### src/rtl/cla_add16_sequencer.sv
// Sequences a 16-bit add through an external 4-bit adder stage, one nibble at a time,
// rippling the carry through a register between nibbles.
module cla_add16_sequencer #(
  parameter int unsigned ADD_LAT = 2
) (
  input  logic        clk,
  input  logic        rst_n,
  input  logic        in_valid,
  output logic        in_ready,
  input  logic [15:0] op_a,
  input  logic [15:0] op_b,
  input  logic        cin,
  output logic [3:0]  add_a,
  output logic [3:0]  add_b,
  output logic        add_cin,
  input  logic [3:0]  add_s,
  input  logic        add_cout,
  output logic        out_valid,
  input  logic        out_ready,
  output logic [15:0] sum,
  output logic        cout
);

  localparam int unsigned CNT_W = (ADD_LAT < 2) ? 1 : $clog2(ADD_LAT + 1);

  typedef enum logic [1:0] {IDLE, ISSUE, WAIT, DONE} state_t;

  state_t           state_q, state_n;
  logic [1:0]       idx_q, idx_n;
  logic [CNT_W-1:0] cnt_q, cnt_n;
  logic             carry_q, carry_n;
  logic [15:0]      a_q, a_n;
  logic [15:0]      b_q, b_n;
  logic [15:0]      sum_n;
  logic             cout_n;
  logic [3:0]       add_a_n, add_b_n;
  logic             add_cin_n;

  // Next-state and next-output decode; outputs are registered from the next state.
  always_comb begin
    state_n = state_q;
    idx_n   = idx_q;
    cnt_n   = cnt_q;
    carry_n = carry_q;
    a_n     = a_q;
    b_n     = b_q;
    sum_n   = sum;
    cout_n  = cout;

    case (state_q)
      IDLE: begin
        if (in_valid && in_ready) begin
          a_n     = op_a;
          b_n     = op_b;
          carry_n = cin;
          idx_n   = 2'd0;
          sum_n   = 16'd0;
          state_n = ISSUE;
        end
      end
      ISSUE: begin
        cnt_n   = CNT_W'(ADD_LAT);
        state_n = WAIT;
      end
      WAIT: begin
        cnt_n = cnt_q - CNT_W'(1);
        // Adder result is only trusted on the last wait cycle of this nibble.
        if (cnt_q == CNT_W'(1)) begin
          sum_n[{idx_q, 2'b00} +: 4] = add_s;
          carry_n = add_cout;
          if (idx_q == 2'd3) begin
            cout_n  = add_cout;
            state_n = DONE;
          end else begin
            idx_n   = idx_q + 2'd1;
            state_n = ISSUE;
          end
        end
      end
      DONE: begin
        if (out_ready) state_n = IDLE;
      end
      default: state_n = IDLE;
    endcase

    add_a_n   = 4'd0;
    add_b_n   = 4'd0;
    add_cin_n = 1'b0;
    if (state_n == ISSUE) begin
      add_a_n   = 4'(a_n >> {idx_n, 2'b00});
      add_b_n   = 4'(b_n >> {idx_n, 2'b00});
      add_cin_n = carry_n;
    end
  end

  always_ff @(posedge clk or negedge rst_n) begin
    if (!rst_n) begin
      state_q   <= IDLE;
      idx_q     <= 2'd0;
      cnt_q     <= '0;
      carry_q   <= 1'b0;
      a_q       <= 16'd0;
      b_q       <= 16'd0;
      sum       <= 16'd0;
      cout      <= 1'b0;
      in_ready  <= 1'b1;
      out_valid <= 1'b0;
      add_a     <= 4'd0;
      add_b     <= 4'd0;
      add_cin   <= 1'b0;
    end else begin
      state_q   <= state_n;
      idx_q     <= idx_n;
      cnt_q     <= cnt_n;
      carry_q   <= carry_n;
      a_q       <= a_n;
      b_q       <= b_n;
      sum       <= sum_n;
      cout      <= cout_n;
      in_ready  <= (state_n == IDLE);
      out_valid <= (state_n == DONE);
      add_a     <= add_a_n;
      add_b     <= add_b_n;
      add_cin   <= add_cin_n;
    end
  end

endmodule

### config.mk
export PLATFORM = sky130hd
export DESIGN_NAME = cla_add16_sequencer
export DESIGN_NICKNAME = d
export VERILOG_FILES = /design/src/rtl/cla_add16_sequencer.sv
export SDC_FILE = /design/constraint.sdc
export NUM_CORES = 1
export LEC_CHECK = 0
export CORE_MARGIN = 2
export CORE_UTILIZATION = 54
export DETAILED_ROUTE_END_ITERATION = 10
export PLACE_DENSITY = 0.85
export SLEW_MARGIN = 30
export SYNTH_ARGS = -nofsm -noshare
export SYNTH_HDL_FRONTEND = slang
export SYNTH_SLANG_ARGS = --single-unit
export TNS_END_PERCENT = 10
### constraint.sdc
create_clock -name clk -period 6.37 [get_ports clk]
set_input_delay 1.274 -clock clk [delete_from_list [all_inputs] [get_ports clk]]
set_output_delay 1.274 -clock clk [all_outputs]
set_load 0.1 [all_outputs]
==> results of run 1 <==
power by group through the flow:
stage                     logic, mW  clock network [mW]  registers [mW]
final                          1.10               0.471           0.655
after global placement         1.06                   0           0.656
after global routing           1.17               0.498           0.672
after detailed placement       1.09                   0           0.664
after floorplan               0.560                   0           0.949
after CTS                      1.11               0.479           0.657
cells in the final DEF (no fill, tap or decap), drive strengths merged, types with 6 or more instances in the layout:
cell type,n
o21ai,6
o22ai,10
ha,10
nand2,15
nor3,6
nor2,10
clkbuf,10
inv,22
mux2i,23
mux2,42
dfrtp,66
clkdlybuf4s50,68
registers in the layout (all words and copies together) (netlist names), 2 cells and up:
register	count
cnt_q	2
state_q	2
idx_q	2
a_q	16
b_q	16
add_a	4
sum	16
add_b	4
area by class of cell:
| class | count | area share |
|---|---|---|
| multi-input cells | 145 | 0.304 |
| well taps | 72 | 0.0223 |
| clock buffers | 10 | 0.0340 |
| inverters | 22 | 0.0204 |
| flip-flops and latches | 67 | 0.415 |
| clock inverters | 6 | 0.0337 |
| repair buffers | 70 | 0.171 |
layer usage:
layer  wire [um]  vias to the layer above  track usage  share of wire
met5           0                        -            0              0
met4          98                        0        0.102          0.016
met3         306                       12       0.0409          0.050
met2        3120                       78        0.349           0.51
met1        2580                     1030        0.260           0.42
li1            -                      990            -              -
logic make-up (layout without fill, tap and decap cells):
kind of cell               count (synthesis)  in the layout
muxes                                     65             65
buffers and inverters                     30            108
DFF                                       67             67
and+or+nand+nor                           43             43
adders and majority gates                 10             10
AOI/OAI and AO/OA                         27             27
synthesized netlist by cell type:
| cell | number |
|---|---|
| dfrtp_1 | 66 |
| mux2_2 | 42 |
| mux2i_1 | 23 |
| inv_1 | 21 |
| nand2_1 | 15 |
| ha_1 | 10 |
| nor2_1 | 10 |
| o22ai_1 | 10 |
| buf_2 | 6 |
| nor3_1 | 6 |
| o21ai_0 | 5 |
| nand3_1 | 3 |
| a21oi_1 | 2 |
| nor2b_1 | 2 |
| or3_1 | 2 |
| a2111oi_2 | 1 |
| a211oi_1 | 1 |
| a21boi_2 | 1 |
| a21oi_2 | 1 |
| a22o_1 | 1 |
| a22oi_1 | 1 |
| and2_2 | 1 |
| and3_2 | 1 |
| buf_4 | 1 |
| buf_6 | 1 |
| dfstp_2 | 1 |
| inv_2 | 1 |
| nand2b_1 | 1 |
| nand3b_1 | 1 |
| nand4_1 | 1 |
| o211a_1 | 1 |
| o21ai_1 | 1 |
| o31ai_1 | 1 |
| o41ai_1 | 1 |
stage by stage:
step	std cells	hold WS (ps)	instance area, um2	total power [mW]
floorplan	242	433	3020	1.51
global placement	376	460	3760	1.71
detailed placement	376	468	3770	1.76
CTS	392	486	4050	2.24
global route	392	504	4050	2.34
finish	392	483	4050	2.23
worst paths after layout:
| path | endpoint | startpoint | slack, ps |
|---|---|---|---|
| setup / recovery | in_ready | in_ready | 3070 |
| hold / removal | carry_q | carry_q | 480 |
| setup reg to reg | add_a[2] | state_q[1] | 3860 |
| hold reg to reg | carry_q | carry_q | 480 |
| max in group asynchronous | a_q[2] | rst_n | 4740 |
| min in group asynchronous | sum[13] | rst_n | 1100 |
==> qor.yml, run 1 <==
status: "completed"
clk_root_buffer_cell: "clkbuf_8"
path_buf_inv: 1
cellInternalPower_mw: 1.30
cts-buffers-inserted: 9
grt_start_max_net_pins: 68
setup_viol: 0
reported_net_switching_power_mw: 0.929
cts.sinks: 67
detailedRoute.firstPassIterationCount: 5
power.sequential.fraction: 0.294
swShare: 0.417
ys_types: 34
worst_slew_pin_slew_ps: 1000
synth_warnings: 0
synth_top_family_by_area: "multiplexers"
drt_iter0_drc: 115
setup_ws_ps: 3070
average_size_of_a_mapped_cell_um2: 12.5
grt_setup_unrepaired: "no"
crit_path_cell_trace: "clkdlybuf4s50_1"
netlist.top_cell.by_area: "dfrtp_1"
worst-endpoint-required_ps: 5100
finalSetupTns_ps: 0
die_w_um: 78.8
start_util: 0.553
synth_simple_gate_area_frac: 0.0658
final_core_utilization: 0.739
postRouteAntennaNets: 0
cts.repair_timing.setup_buffer_count: 0
cellLeakagePower_nw: 1.79
wire_per_inst_um: 15.6
worstSetupPathDepth: 1
synth_fa_ha_area_frac: 0.0414
grt_pass1_vias: 2205
yosysSeqAreaShare: 0.555
design.core.area_um2: 5470
groute.usage.overall: 0.208
synthesis.nets: 294
synth-xor-area-share: 0
max_freq_mhz: 303
multi_input_comb_area_um2: 1230
worstHoldPathCells: 2
core.rowCount: 27
global_route_wire_length_before_repair_um: 9940
critical_path_maximum_fanout: 4
fin_worst_skew_ps: 10.5
die_ar_um2: 6210
hpwl_um: 4320
drv.max_cap_violation_count: 0
comb_power_share: 0.494
antenna_violations_before_repair: 0
layout-drive-gt1-share: 0.213
crit_path_max_incr_delay_ps: 1130
critical_path.slowest_cell: "clkdlybuf4s50_1"
cts.path.max_buffers: 2
io_buffers: 69
arrival_ps: 2030
cts_htree_levels: 3
cts-resized-gates: 0
pwr_density_cell_nw_per_um2: 551
fin_crit_sh: 0.519
timing.reg2reg.worst_path_depth: 6
final-max-slew-violation-count: 0
area_growth_syn_to_layout_pct: 33.8
drc: 0
postCtsHoldBufs: 0
crit_path_start_kind: "flop"
total_congestion_overflow_after_global_routing: 0
count_of_boundary_i_o_pins: 70
num-nets-final: 367
path_delay_family: "buffers and inverters"
clock_latency_ps: 340
fillerInstances: 389
detail_route.wirelength_um: 6100
floorplan.die.height_um: 78.8
synthTopCellsByArea: "dfrtp_1, mux2_2, mux2i_1"
final-seq-area_um2: 1680
worst_ir_drop_vdd_mv: 0.340
timing.max_slew.rel_slack: 0.330
critPathKind: "reg2out"
syn-cell-area_um2: 3020
diodes: 0
synth.top_cell.area_share: 0.546
power.clock.fraction: 0.212
min-delay-path-class: "reg2reg"
period_minus_slack_ps: 3300
setup.worst_path.end_class: "output port"
clk_pin_slew_ps: 70
num_vias: 2110
cts_tree: "yes"
syn-instance-count: 242
viasPerCell: 5.38
ys_seq_elements: 67
dp_worst_setup_slack_ps: 2890
synth_compound_area_frac: 0.0621
gpl.final_weighted_congestion: 0.780
synth.mux.area_fraction: 0.233
final_hold_viol_count: 0
Note: power is estimated with default switching activity, not from simulation.
==> run 2, diff against run 1 <==
- CORE_UTILIZATION: 54 -> 50
- PLACE_DENSITY: 0.85 -> 0.8
- clock period: 6.37 -> 3.4 ns (I/O delays scaled with it)
==> run 2 against run 1 <==
  * Power increased by 71%
  * First-iteration DRC count grew 9.6%
  * Largest power group unchanged
  * Cell count rose by 1.3%
  * Clock power grew 22%
  * Largest cell class unchanged
  * Sequential cell count unchanged
==> qor.yml, run 2 (synthesis gave the netlist of run 1 again) <==
status: "completed"
dr_wl_met2_um: 2890  # -7.2%
floorplan.die.height_um: 81.8  # +3.7%
grt_start_max_net_pins: 47  # -31%
power.sequential.fraction: 0.321  # +0.027
timing.reg2reg.worst_path_depth: 6  # unchanged
worstSetupPathDepth: 1  # unchanged
cts-resized-gates: 0  # unchanged
groute.usage.overall: 0.201  # -0.00688
dr_wl_met3_um: 285  # -6.9%
wl_met1_um: 2710  # +5.0%
setup.worst_path.end_class: "output port"
clock_latency_ps: 340  # about the same
critPathKind: "reg2out"
layout.cells.non_filler: 397  # +1.3%
area_growth_syn_to_layout_pct: 30.4
fillerInstances: 450  # +16%
layout-drive-gt1-share: 0.230  # +0.0173
global_route_wire_length_before_repair_um: 9870  # -0.75%
crit_path_max_incr_delay_ps: 1140  # about the same
cts.path.max_buffers: 2  # unchanged
critical_path.slowest_cell: "clkdlybuf4s50_1"
viasPerCell: 5.16  # -4.1%
antenna_violations_before_repair: 0  # unchanged
hpwl_um: 4330  # +0.25%
path_delay_family: "buffers and inverters"
gpl.final_weighted_congestion: 0.847  # +8.6%
finalInstanceArea_um2: 3940  # -2.5%
cts_tree: "yes"
cellInternalPower_mw: 2.12  # +64%
cts.sinks: 67  # unchanged
pwr_density_cell_nw_per_um2: 968  # +76%
place_area_um2: 3770  # about the same
count_of_boundary_i_o_pins: 70  # unchanged
critical_path_maximum_fanout: 2  # -2
clk_pin_slew_ps: 70  # about the same
swShare: 0.444  # +0.0268
timing.max_slew.rel_slack: 0.345  # +0.0152
postRouteAntennaNets: 0  # unchanged
dp_worst_setup_slack_ps: 623  # -2260 ps
wire_per_inst_um: 15.1  # -2.9%
fin_worst_skew_ps: 10.5  # +0.00760 ps
grt_setup_unrepaired: "no"
die_w_um: 81.8  # +3.7%
setup_viol: 0  # unchanged
crit_path_cell_trace: "clkdlybuf4s50_1"
diodes: 0  # unchanged
drc: 0  # unchanged
post-place-cells: 381  # +1.3%
final-max-slew-violation-count: 0  # unchanged
drv.max_cap_violation_count: 0  # unchanged
period_minus_slack_ps: 2540
path_buf_inv: 1  # unchanged
design.core.area_um2: 5890  # +7.5%
cts.repair_timing.setup_buffer_count: 0  # unchanged
core.rowCount: 28  # +3.7%
start_util: 0.514  # -0.0388
num_vias: 2049  # -2.9%
comb_power_share: 0.528  # +0.034
clk_root_buffer_cell: "clkbuf_8"
final_common_cell: "dfrtp_1"
detailedRoute.firstPassIterationCount: 4  # -1
die_ar_um2: 6690  # +7.6%
worst-endpoint-required_ps: 2720  # -2380 ps
cts-buffers-inserted: 9  # unchanged
postCtsHoldBufs: 0  # unchanged
finalSetupTns_ps: 0  # unchanged
max_freq_mhz: 394
io_buffers: 69  # unchanged
reported_net_switching_power_mw: 1.69  # +82%
cellLeakagePower_nw: 1.75  # -1.9%
drt_iter0_drc: 126  # +9.6%
detail_route.wirelength_um: 6000  # -1.6%
worst_slew_pin_slew_ps: 979  # -22.7 ps
fin_crit_sh: 0.746
crit_path_start_kind: "flop"
setup_ws_ps: 864  # -2200 ps
worst_ir_drop_vdd_mv: 0.516  # +52%
final_hold_viol_count: 0  # unchanged
total_congestion_overflow_after_global_routing: 0  # unchanged
dr.max_layer_used: "met4"
power.clock.fraction: 0.151  # -0.061
reg.largest.list: "a_q (16), b_q (16), sum (16)"
highest_count_cells_in_the_layout_ignoring_fill_and_taps: "dfrtp_1, clkdlybuf4s50_1, mux2_2"
min-delay-path-class: "in2async"
arrival_ps: 1860  # -170 ps
num-nets-final: 369  # +0.54%
cts_htree_levels: 3  # unchanged
grt_pass1_vias: 2127  # -3.5%
==> run 2: power by group through the flow <==
stage | Clock [mW] | Combinational (mW) | Sequential (mW)
floorplan | 0 | 1.05 | 1.78
global placement | 0 | 1.98 | 1.23
detailed placement | 0 | 2.02 | 1.24
CTS | 0.593 | 2.03 | 1.23
global route | 0.628 | 2.17 | 1.26
finish | 0.575 | 2.02 | 1.23
==> run 2: final timing paths <==
check | start | end | slack (ps)
min | rst_n | sum[1] | 340
max in group asynchronous | rst_n | idx_q[0] | 2470
min in group clk | carry_q | carry_q | 490
max | sum[6] | sum[6] | 860
max reg2reg | state_q[0] | add_a[2] | 1020
min reg2reg | carry_q | carry_q | 490
==> run 2: cell type report <==
cell class | count | area [um2] | area share
well taps | 75 | 93.8 | 0.0238
flip-flops and latches | 67 | 1680 | 0.425
repair buffers | 72 | 696 | 0.176
multi-input cells | 145 | 1220 | 0.310
clock inverters | 4 | 27.5 | 0.00698
inverters | 22 | 82.6 | 0.0209
clock buffers | 12 | 145 | 0.0368
==> run 2: routing by layer <==
layer	track usage	vias to the layer above
li1	-	988
met1	0.260	999
met2	0.318	54
met3	0.0440	8
met4	0.108	0
met5	0	-
==> run 2: stage by stage <==
stage | hold slack [ps] | utilization | power, mW
finish | 342 | 0.670 | 3.82
global route | 377 | 0.670 | 4.06
CTS | 344 | 0.670 | 3.86
detailed placement | 476 | 0.641 | 3.26
global placement | 447 | 0.640 | 3.21
floorplan | 384 | - | 2.83
==> RTL edit 1 (settings of run 2) <==
Make the reset (`rst_n`) synchronous in one clocked block.
--- a/src/rtl/cla_add16_sequencer.sv
+++ b/src/rtl/cla_add16_sequencer.sv
@@ -95,3 +95,3 @@
 
-  always_ff @(posedge clk or negedge rst_n) begin
+  always_ff @(posedge clk) begin
     if (!rst_n) begin
Function: differs if rst_n is asserted again (counterexample within 4 cycles, from zero or initial values and one cycle with rst_n low); with rst_n held inactive, the same outputs for 10 cycles.
==> RTL edit 1 against run 2 <==
  * Combinational power decreased by 48%
  * Sequential power down 22%
  * Synthesized area up 1.2%
  * Synthesized cell count is 21% higher
  * Total power fell by 30%
  * Fmax rose by 1.1%
  * Worst setup slack improved by 0.027 ns
  * Sequential cell count unchanged
  * Routed wire length grew 2.0%
  * First-iteration DRC count fell by 23%
  * Hold slack improved by 0.12 ns
  * Cell area increased by 0.54%
==> RTL edit 1: results (changes against run 2) <==
[run_status]
status = finished, final reports clean  ; unchanged

[route]
drt_wl_total_mm = 6.122  ; was 6.004 mm
route.detailed.vias_per_inst = 5.223  ; was 5.161
post_drt_wl_per_cell_um = 13.91  ; was 15.12 um
met1Wirelength_mm = 2.953  ; was 2.711 mm
wl_met2_mm = 2.779  ; was 2.894 mm
wl_met3_um = 269  ; was 285 um

[synthesis]
synth_commonest_cells = dfxtp_1, mux2i_1, nor2b_1, nand3_1, a21boi_1  ; was dfrtp_1, mux2_2, mux2i_1, inv_1, nand2_1
syn_avg_cell_area_um2 = 10.49  ; was 12.50 um^2
synth_async_sr_flop_share_pct = 0  ; was 100.0%
synth_top_cells_by_area = dfxtp_1, mux2i_1, nor2b_1, ha_1, a21boi_1  ; was dfrtp_1, mux2_2, mux2i_1, ha_1, inv_1
synth_fp_nets = 345  ; was 294
synth_cell_types = 41  ; was 34
synth_seq_area_share_pct = 43.81  ; was 55.48%

[global_routing]
grt_pass1_wl_mm = 9.687  ; was 9.867 mm
grtUsageTotal_pct = 18.81  ; was 20.14%
grt_pass1_vias = 2113  ; was 2127
use_met2_pct = 28.39  ; was 31.79%
grt.met3_usage_pct = 4.891  ; was 4.396%
grtUsageMet1_pct = 24.75  ; was 25.97%
grt_max_degree = 56  ; was 47

[placed_design]
place_ws_ns = 0.6448  ; was 0.6233 ns
dpl.cell_count = 424  ; was 381
gp_congestion = 0.7525  ; was 0.8471
dp.final_hpwl_mm = 4.364  ; was 4.333 mm
dpl-instance-area_um2 = 3761  ; was 3771 um^2

[finish]
ff_latch_area_um2 = 1341  ; was 1678 um^2
nNetsFinal = 413  ; was 369
nFillCells = 474  ; was 450
drive_gt1_share_pct = 9.863  ; was 22.98%

[power]
p_comb_share_pct = 39.5  ; was 52.8%
p_leak_nw = 1.625  ; was 1.753 nW
p_sw_share_pct = 37.71  ; was 44.36%
ir_drop_mv = 0.6239  ; was 0.5165 mV
p_int_mw = 1.661  ; was 2.125 mW

[setup_path]
cp.arrival_ns = 1.83  ; was 1.86 ns
crit_family = buffers and inverters  ; unchanged

[worst_hold_path]
hold_class = reg -> reg  ; was in -> async

==> RTL edit 1: worst paths after layout <==
path              depth (start not counted)  startpoint  endpoint  slack, ns
hold / removal                            2      sum[9]    sum[9]       0.46
setup reg to reg                          7  state_q[0]  add_b[2]       1.12
hold reg to reg                           2      sum[9]    sum[9]       0.46
setup / recovery                          1     sum[11]   sum[11]       0.89
==> RTL edit 1: area by class of cell <==
class | instances | share of cell area [%]
Tap cell | 75 | 2.367
Timing Repair Buffer | 71 | 17.36
Clock buffer | 10 | 3.471
Inverter | 9 | 0.8520
Sequential cell | 67 | 33.83
Clock inverter | 6 | 1.641
Multi-Input combinational cell | 202 | 40.49
==> RTL edit 1: kinds of logic after synthesis <==
group                      after synthesis  synth area share (%)
muxes                                   53                 17.33
buffers and inverters                   23                 3.801
and+or+nand+nor                         93                 18.76
DFF                                     67                 43.81
AOI/OAI and AO/OA                       45                 11.81
adders and majority gates               11                 4.495
==> RTL edit 2 (flow settings as in run 2) <==
Without the edit above. The parameter `ADD_LAT` goes from 2 to 1.
--- a/src/rtl/cla_add16_sequencer.sv
+++ b/src/rtl/cla_add16_sequencer.sv
@@ -3,3 +3,3 @@
 module cla_add16_sequencer #(
-  parameter int unsigned ADD_LAT = 2
+  parameter int unsigned ADD_LAT = 1
 ) (
Formal check against the unedited RTL: not equivalent (a bounded check fails within 4 cycles, from zero or initial values and one cycle with rst_n low).
==> RTL edit 2 against run 2 <==
  * Worst setup slack got worse by 0.046 ns
  * Routed wire length decreased by 0.55%
  * Utilization increased by 0.27 points
  * Die area decreased by 1.1%
  * Sequential cell count decreased by 1
  * Total power decreased by 6.2%
  * Largest power group unchanged
  * Cell area decreased by 0.19%
  * Critical path type is now reg -> reg
  * Fmax decreased by 1.8%
  * Final cell count decreased by 1.5%
  * Synthesized area decreased by 1.2%
  * Highest routed layer unchanged
==> RTL edit 2: results (changes against run 2) <==
[clock_tree]
clkTransAtPathRegs_ns = 0.07  ; about the same
cts_root_buffer = clkbuf_8  ; unchanged
cts_max_level = 3  ; unchanged
cts_setup_buffers = 0  ; unchanged
clock_path_buffers = 2  ; unchanged
worst_skew_pair.late_latency_ns = 0.34  ; about the same
cts_buffers = 9  ; unchanged
post_cts_resized = 0  ; unchanged

[global_routing]
grtUsageTotal_pct = 19.66  ; was 20.14%
grt_max_degree = 35  ; was 47
use_met2_pct = 31.72  ; was 31.79%
grt_pass1_vias = 2066  ; was 2127
antenna_found_initial = 0  ; unchanged
grtUsageMet1_pct = 24.85  ; was 25.97%
grt.met3_usage_pct = 6.222  ; was 4.396%
grt_pass1_wl_mm = 9.646  ; was 9.867 mm

[synthesis]
synthAdderAreaFrac_pct = 3.769  ; was 4.137%
synth_async_sr_flop_share_pct = 100.0  ; unchanged
synth_top_cells_by_area = dfrtp_1, mux2_2, ha_1, mux2i_1, o2bb2ai_1  ; was dfrtp_1, mux2_2, mux2i_1, ha_1, inv_1
synthXorXnorAreaFrac_pct = 0  ; unchanged
synthMuxAreaShare_pct = 18.26  ; was 23.25%
synth_cell_types = 45  ; was 34
syn-instance-count = 235  ; was 242
synth_seq_area_share_pct = 55.32  ; was 55.48%
synth_commonest_cells = dfrtp_1, mux2_2, nand2_1, inv_1, o21ai_0  ; was dfrtp_1, mux2_2, mux2i_1, inv_1, nand2_1
synth_fp_nets = 286  ; was 294
synth-compound-area-share_pct = 10.26  ; was 6.206%
ys_warn_count = 0  ; unchanged

[finish]
nNetsFinal = 362  ; was 369
drive_gt1_share_pct = 24.05  ; was 22.98%
diodes = 0  ; unchanged
nFillCells = 447  ; was 450
top_regs = a_q: 16 flops, b_q: 16 flops, sum: 16 flops  ; unchanged

[route]
route.detailed.vias_per_inst = 5.159  ; was 5.161
drt_wl_total_mm = 5.971  ; was 6.004 mm
drtIter0Drc = 121  ; was 126
via_count = 2017  ; was 2049
dr.pass1.iters = 5  ; was 4

[placed_design]
port_buffers = 69  ; unchanged
dpl.cell_count = 375  ; was 381
gp_congestion = 0.8492  ; was 0.8471
dp.final_hpwl_mm = 4.364  ; was 4.333 mm

[sta]
tightest_slew_ns = 0.9894  ; was 0.9788 ns
skew_ns = 0.006463  ; was 0.01046 ns

[power]
p_leak_nw = 1.736  ; was 1.753 nW
ir_drop_mv = 0.5578  ; was 0.5165 mV

[worst_hold_path]
hold_class = in -> async  ; unchanged

[setup_path]
cp.arrival_ns = 2.84  ; was 1.86 ns
crit_fanout = 12  ; was 2
r2r_cells = 7  ; was 6

[run_status]
status = finished, final reports clean  ; unchanged

-- RTL edit 2: changes by cell type after synthesis, sizes merged, moves of 2 or more --
| cell | change |
|---|---|
| mux2i | -15 |
| o22ai | -9 |
| inv | -8 |
| o2bb2ai | +8 |
| nand3 | +7 |
| o21ai | +7 |
| nor3 | -4 |
| a22o | +3 |
| nor2 | -3 |
| nand2 | +2 |
| or2 | +2 |
| or3 | -2 |
-- RTL edit 2: area by class of cell --
cell class | count | area [um^2] | area share [%]
Inverter | 14 | 52.55 | 1.335
Timing Repair Buffer | 73 | 708.2 | 17.99
Sequential cell | 66 | 1653 | 41.99
Multi-Input combinational cell | 147 | 1226 | 31.15
Tap cell | 75 | 93.84 | 2.384
Clock buffer | 10 | 137.6 | 3.496
Clock inverter | 6 | 65.06 | 1.653
-- RTL edit 2: report_power, final --
part	total (mW)	internal [mW]	leakage (nW)	switching (mW)
Combinational	1.73	0.678	0.787	1.05
Clock	0.669	0.360	0.103	0.310
Sequential	1.18	1.06	0.846	0.119
Total	3.58	2.10	1.74	1.48
-- RTL edit 2: path summary, 6_finish.rpt --
| kind | start | end | slack (ns) |
|---|---|---|---|
| worst min register to register | sum[12] | sum[12] | 0.48 |
| min in group clk | sum[12] | sum[12] | 0.48 |
| worst max register to register | state_q[0] | add_b[2] | 0.82 |
| worst min-delay path | rst_n | sum[11] | 0.40 |
| worst max-delay path | state_q[0] | add_b[2] | 0.82 |
| max in group asynchronous | rst_n | in_ready | 2.16 |
-- RTL edit 2: cell families after synthesis --
| logic type | Yosys count |
|---|---|
| flops | 66 |
| mux | 49 |
| simple gates | 49 |
| compound gates | 40 |
| buf+inv | 22 |
| fa+ha+maj | 9 |
-- RTL edit 2: layer usage --
metal  up-vias  routed length [um]
met5         -                   0
li1        972                   -
met4         0                  72
met3         7                 329
met2        50                2918
met1       988                2651
-- RTL edit 2: worst max-delay path: stages (launching register included) --
cell,delay [ns]
dfrtp_1,0.43
inv_1,0.12
ha_1,0.46
nor2_2,0.14
a211oi_2,0.57
nor2_1,0.12
or2_0,0.42
o2bb2ai_1,0.23
-- RTL edit 2: stage by stage --
| stage | util [%] | setup WS, ns | area, um^2 |
|---|---|---|---|
| detailed placement | 63.69 | 0.5642 | 3726 |
| global placement | 63.69 | 0.6032 | 3726 |
| finish | 67.28 | 0.8179 | 3936 |
| global route | 67.28 | 0.5805 | 3936 |
| floorplan | - | 1.021 | 2988 |
| CTS | 67.15 | 0.6222 | 3929 |
